## src/rtl/sv_uart_tx_fifo.sv

```systemverilog
// rtl/sv_uart_tx_fifo.sv - UART transmitter fed by a word FIFO, with break generation.
// Frame settings are captured when a word leaves the FIFO and stay fixed for that frame.
module sv_uart_tx_fifo #(
  parameter int DATA_WIDTH = 8,
  parameter int FIFO_DEPTH = 16
) (
  input  logic                          iclk,
  input  logic                          irst,
  input  logic [DATA_WIDTH-1:0]         s_axis_tdata,
  input  logic                          s_axis_tvalid,
  output logic                          s_axis_tready,
  input  logic [15:0]                   idivider,
  input  logic [1:0]                    iparity,
  input  logic                          istop2,
  input  logic                          ibreak,
  output logic                          otx,
  output logic                          obusy,
  output logic [$clog2(FIFO_DEPTH):0]   olevel
);

  localparam int AW = $clog2(FIFO_DEPTH);
  localparam int LW = AW + 1;
  localparam int BW = $clog2(DATA_WIDTH);

  typedef enum logic [2:0] {
    S_IDLE, S_START, S_DATA, S_PARITY, S_STOP, S_BREAK, S_MARK
  } state_t;

  logic [DATA_WIDTH-1:0] mem_q [FIFO_DEPTH];
  logic [AW-1:0]         wr_ptr_q, rd_ptr_q;
  logic [LW-1:0]         level_q;
  logic                  push, pop, fifo_empty;

  state_t                state_q, state_d;
  logic [15:0]           cnt_q, cnt_d;
  logic [BW-1:0]         bit_q, bit_d;
  logic [DATA_WIDTH-1:0] data_q, data_d;
  logic [15:0]           per_q, per_d;
  logic                  par_en_q, par_en_d;
  logic                  par_bit_q, par_bit_d;
  logic                  stop2_q, stop2_d;
  logic                  otx_q, otx_d;
  logic                  start_frame, baud_end;
  logic [15:0]           per_cur;
  logic [DATA_WIDTH-1:0] head;

  assign s_axis_tready = level_q < LW'(FIFO_DEPTH);
  assign push          = s_axis_tvalid && s_axis_tready;
  assign fifo_empty    = level_q == '0;
  assign head          = mem_q[rd_ptr_q];
  assign per_cur       = (idivider < 16'd2) ? 16'd1 : idivider;
  assign baud_end      = cnt_q == per_q - 16'd1;
  assign olevel        = level_q;
  assign obusy         = state_q != S_IDLE;
  assign otx           = otx_q;

  always_ff @(posedge iclk) begin
    if (push) mem_q[wr_ptr_q] <= s_axis_tdata;
  end

  always_ff @(posedge iclk) begin
    if (irst) begin
      wr_ptr_q <= '0;
      rd_ptr_q <= '0;
      level_q  <= '0;
    end else begin
      if (push) wr_ptr_q <= wr_ptr_q + 1'b1;
      if (pop)  rd_ptr_q <= rd_ptr_q + 1'b1;
      case ({push, pop})
        2'b10:   level_q <= level_q + 1'b1;
        2'b01:   level_q <= level_q - 1'b1;
        default: level_q <= level_q;
      endcase
    end
  end

  always_comb begin
    state_d     = state_q;
    cnt_d       = cnt_q;
    bit_d       = bit_q;
    data_d      = data_q;
    per_d       = per_q;
    par_en_d    = par_en_q;
    par_bit_d   = par_bit_q;
    stop2_d     = stop2_q;
    pop         = 1'b0;
    start_frame = 1'b0;
    otx_d       = 1'b1;
    // otx is driven from the current state, so the line lags the FSM by one cycle.
    case (state_q)
      S_IDLE: begin
        if (ibreak)           state_d = S_BREAK;
        else if (!fifo_empty) start_frame = 1'b1;
      end
      S_START: begin
        otx_d = 1'b0;
        if (baud_end) begin
          cnt_d   = '0;
          bit_d   = '0;
          state_d = S_DATA;
        end else cnt_d = cnt_q + 16'd1;
      end
      S_DATA: begin
        otx_d = data_q[0];
        if (baud_end) begin
          cnt_d  = '0;
          data_d = data_q >> 1;
          if (bit_q == BW'(DATA_WIDTH - 1)) begin
            bit_d   = '0;
            state_d = par_en_q ? S_PARITY : S_STOP;
          end else bit_d = bit_q + 1'b1;
        end else cnt_d = cnt_q + 16'd1;
      end
      S_PARITY: begin
        otx_d = par_bit_q;
        if (baud_end) begin
          cnt_d   = '0;
          bit_d   = '0;
          state_d = S_STOP;
        end else cnt_d = cnt_q + 16'd1;
      end
      S_STOP: begin
        if (baud_end) begin
          cnt_d = '0;
          if (bit_q == BW'(stop2_q)) begin
            bit_d = '0;
            if (!fifo_empty && !ibreak) start_frame = 1'b1;
            else                        state_d = S_IDLE;
          end else bit_d = bit_q + 1'b1;
        end else cnt_d = cnt_q + 16'd1;
      end
      S_BREAK: begin
        otx_d = 1'b0;
        if (!ibreak) begin
          state_d = S_MARK;
          cnt_d   = '0;
        end
      end
      S_MARK: begin
        if (cnt_q >= per_cur - 16'd1) begin
          state_d = S_IDLE;
          cnt_d   = '0;
        end else cnt_d = cnt_q + 16'd1;
      end
      default: state_d = S_IDLE;
    endcase
    if (start_frame) begin
      state_d   = S_START;
      pop       = 1'b1;
      cnt_d     = '0;
      bit_d     = '0;
      data_d    = head;
      per_d     = per_cur;
      par_en_d  = (iparity == 2'd1) || (iparity == 2'd2);
      par_bit_d = (^head) ^ (iparity == 2'd2);
      stop2_d   = istop2;
    end
  end

  always_ff @(posedge iclk) begin
    if (irst) begin
      state_q   <= S_IDLE;
      cnt_q     <= '0;
      bit_q     <= '0;
      data_q    <= '0;
      per_q     <= 16'd1;
      par_en_q  <= 1'b0;
      par_bit_q <= 1'b0;
      stop2_q   <= 1'b0;
      otx_q     <= 1'b1;
    end else begin
      state_q   <= state_d;
      cnt_q     <= cnt_d;
      bit_q     <= bit_d;
      data_q    <= data_d;
      per_q     <= per_d;
      par_en_q  <= par_en_d;
      par_bit_q <= par_bit_d;
      stop2_q   <= stop2_d;
      otx_q     <= otx_d;
    end
  end

endmodule

```

## config.mk

```make
export PLATFORM = sky130hd
export DESIGN_NAME = sv_uart_tx_fifo
export DESIGN_NICKNAME = d
export VERILOG_FILES = /design/src/rtl/sv_uart_tx_fifo.sv
export SDC_FILE = /design/constraint.sdc
export NUM_CORES = 1
export LEC_CHECK = 0
export CAP_MARGIN = 10
export CORE_UTILIZATION = 50
export CTS_CLUSTER_SIZE = 10
export DETAILED_ROUTE_END_ITERATION = 12
export PLACE_DENSITY = 0.68
export SLEW_MARGIN = 10
export SYNTH_ARGS = -nofsm -noshare
export SYNTH_HDL_FRONTEND = slang
export SYNTH_SLANG_ARGS = --single-unit
export TNS_END_PERCENT = 100
```

## constraint.sdc

```tcl
create_clock -name iclk -period 7.5 [get_ports iclk]
set_clock_uncertainty 0.2 [all_clocks]
set_input_delay 1.125 -clock iclk [delete_from_list [all_inputs] [get_ports iclk]]
set_output_delay 1.125 -clock iclk [all_outputs]
set_load 0.01 [all_outputs]
```

==> results.py <==
metrics = {
    "global_routing": {
        "grt_pass1_vias": 6245,
        "grt_start_max_net_pins": 43,
        "grt_pass1_wl_mm": 33.65,
        "grtUsageTotal_pct": 22.83,
        "antenna_found_initial": 0,
        "overflow": 0,
    },
    "power_and_ir_drop": {
        "leakagePower_nw": 3.593,
        "ir_worst_vdd_uv": 211.3,
        "combPwrFrac_pct": 34.3,
        "pwr-share-seq_pct": 38.9,
        "switchingPower_mw": 1.264,
        "powerDensity_nw_per_um2": 329.2,
        "clkPwrFrac_pct": 26.8,
        "p_total_mw": 3.463,
        "swShare_pct": 36.50,
        "p_int_mw": 2.199,
    },
    "die": {
        "die_w_um": 138.9,
        "dieHeight_um": 138.9,
        "std_cell_rows": 49,
        "io_pins": 39,
        "fp.coreArea_sq_um": 18150,
        "dieArea_sq_um": 19290,
        "start_util_pct": 51.64,
    },
    "yosys": {
        "synth-compound-area-share_pct": 8.772,
        "yosysWarnings": 0,
        "synth-xor-area-share_pct": 6.035,
        "avgSynthCellArea_sq_um": 12.17,
        "ys_top_cells_by_count": "128 x edfxtp_1, 76 x nand2_1, 67 x dfxtp_1",
        "synth_top_cells_by_area": "edfxtp_1 41%, dfxtp_1 14%, mux4_2 8.2%",
        "synth_nets": 833,
        "synth_top_area_share_pct": 41.01,
        "synth_flop_cell": "edfxtp_1",
        "synth_seq_area_share_pct": 55.33,
        "async_reset_ff_share_pct": 0,
        "yosys.cell_types.count": 72,
        "synth_mux_area_share_pct": 8.718,
        "synth_most_common_cell": "edfxtp_1",
        "netlist_area_sq_um": 9371,
        "synth_simple_gate_area_share_pct": 13.91,
        "synth_top_family_by_area": "simple AND/OR/NAND/NOR gates",
        "synth_top_area_cell": "edfxtp_1",
        "synth_edf_count": 128,
        "syn_inst": 770,
        "synth_fa_ha_area_share_pct": 4.352,
        "ys_ff_latch": 195,
    },
    "placement": {
        "placedCellCount": 1005,
        "placed_area_sq_um": 9908,
        "portBuffers": 38,
        "gp_congestion": 0.8867,
        "dp_hpwl_mm": 14.21,
    },
    "routing": {
        "ant_nets": 0,
        "wl_met3_mm": 1.079,
        "via_count": 6206,
        "wl_met2_mm": 10.03,
        "first_pass_iters": 7,
        "wl_per_cell_um": 20.04,
        "via_per_inst": 5.985,
        "wirelength_mm": 20.78,
        "maxUsedRoutingLayer": "met4",
        "drcViolationCount": 0,
        "drtIter0Drc": 652,
        "wl_met1_mm": 9.390,
    },
    "sta": {
        "rsz0062_at_grt": "false",
        "final_hold_viol_count": 0,
        "fin_crit_sh_pct": 81.57,
        "worst_slew_pin_slew_ns": 0.9919,
        "slew_violations": 0,
        "max_freq_ghz": 0.1635,
        "setup_viol": 0,
        "period_needed_ns": 6.118,
        "final.setup.tns_ns": 0,
        "finalHoldWorstSlack_ns": 0.2740,
        "slew_headroom_pct": 32.94,
    },
    "clocking": {
        "clockBufferDepth": 2,
        "clk_latency_ns": 0.44,
        "cts_made_buffers": 17,
        "cts-root-buf": "clkbuf_16",
        "cts_sinks": 195,
        "cts_tree": "yes",
        "path_clk_slew_ns": 0.08,
        "cts_resized": 0,
        "hold_buffers": 0,
        "post-cts-setup-buffers": 0,
        "h-tree-depth": 4,
    },
    "worst_setup_path": {
        "critical_path_class": "in2reg",
        "start_kind": "input port",
        "slowest_delay_ns": 0.71,
        "critPathRequiredTime_ns": 7.60,
        "cp_cell_sequence": "clkdlybuf4s50_1, or4_1, nor4_1, nor3b_1, a31oi_1, ha_1, inv_1, or3_1, xor2_1, ha_1, a211o_1, a21oi_1, o21ai_0, a41oi_1, o211ai_1, nand2_1, o311ai_4, nor2_1",
        "crit_arrival_ns": 6.22,
        "path_common_cell": "ha_1",
        "endpoint_kind": "register",
        "critical_path.max_fanout": 14,
        "critPathSlowestCell": "o311ai_4",
    },
    "layout": {
        "final_area_sq_um": 10520,
        "diodes": 0,
        "final_cell_count_no_fill": 1037,
        "drive_above_1_share_pct": 12.38,
        "area_growth_pct": 12.27,
        "fin_nets": 858,
    },
    "flow_run": {
        "drv_cap": 0,
    },
    "outcome": {
        "status": "finished, final reports clean",
    },
    "hold_path": {
        "hp-class": "reg2reg",
    },
}
==> worst max-delay path, delay by kind of cell <==
family / cells / cell delay [ns]
XOR/XNOR: 1 / 0.17
AND/OR/NAND/NOR: 6 / 1.87
adder cells (fa/ha/maj): 2 / 0.53
buffers and inverters: 2 / 0.60
AO/OA/AOI/OAI: 7 / 1.91
==> stage by stage <==
| step | setup WS, ns | utilization (%) |
|---|---|---|
| after floorplan | 2.525 | - |
| after global placement | 1.313 | 54.60 |
| after detailed placement | 1.025 | 54.60 |
| after CTS | 1.474 | 57.98 |
| after global routing | 1.011 | 57.98 |
| final | 1.382 | 57.98 |
==> layout make-up <==
type | instances | area [sq um]
fill | 1457 | 7626
sequential | 195 | 5186
multi-input combinational | 515 | 3916
timing repair buffer | 47 | 447.9
clock buffer | 17 | 425.4
tap | 229 | 286.5
clock inverter | 15 | 187.7
inverter | 19 | 71.32
==> placed cells by master (no fill, tap or decap), types with 9 or more instances in the layout <==
cell	synthesis	routed
nor2_2	10	10
clkdlybuf4s50_1	0	38
clkbuf_16	0	17
mux4_2	34	34
nor4_1	10	10
xor2_1	27	27
dfxtp_1	67	66
nor2_1	60	60
nor2b_1	13	13
ha_1	31	31
nand2_1	76	76
o21ai_0	15	15
buf_4	2	9
a22oi_1	19	19
edfxtp_1	128	128
nand3_1	23	23
xnor2_1	35	35
inv_1	18	18
nor3_1	14	14
a21oi_1	46	46
==> state kept, by name, indices dropped and copies added, names as in the netlist, named ones only <==
register,count
bit_q,3
cnt_q,16
data_q,8
mem_q,128
olevel,5
otx,1
par_bit_q,1
par_en_q,1
per_q,16
rd_ptr_q,4
state_q,3
stop2_q,1
wr_ptr_q,4
==> power groups by stage <==
stage	logic (mW)	clock network [mW]	registers, mW
finish	1.19	0.930	1.35
global route	1.31	0.990	1.36
CTS	1.19	0.948	1.35
detailed placement	1.18	0	1.37
global placement	1.15	0	1.36
floorplan	0.949	0	1.31
==> cell families after synthesis <==
kind of cell	after synthesis
flops	195
simple gates	259
mux	39
xor+xnor	63
buf+inv	60
compound gates	122
fa+ha+maj	32
==> path summary, 6_finish.rpt <==
| kind | slack (ns) | start | to | cells past startpoint |
|---|---|---|---|---|
| max | 1.38 | idivider[4] | cnt_q[3]$_SDFFE_PP0P_ | 18 |
| min | 0.27 | data_q[6]$_SDFFE_PP0P_ | data_q[6]$_SDFFE_PP0P_ | 2 |
| max reg2reg | 2.47 | per_q[0]$_SDFFE_PP1P_ | olevel[4]$_SDFFE_PP0P_ | 18 |
| min reg2reg | 0.27 | data_q[6]$_SDFFE_PP0P_ | data_q[6]$_SDFFE_PP0P_ | 2 |
==> routing by layer <==
layer  global-route usage [%]  up-vias
met5                        0        -
met2                    36.50      191
li1                         -     2912
met4                    5.965        0
met3                    4.316       24
met1                    32.11     3079
(Power assumes the default switching activity.)
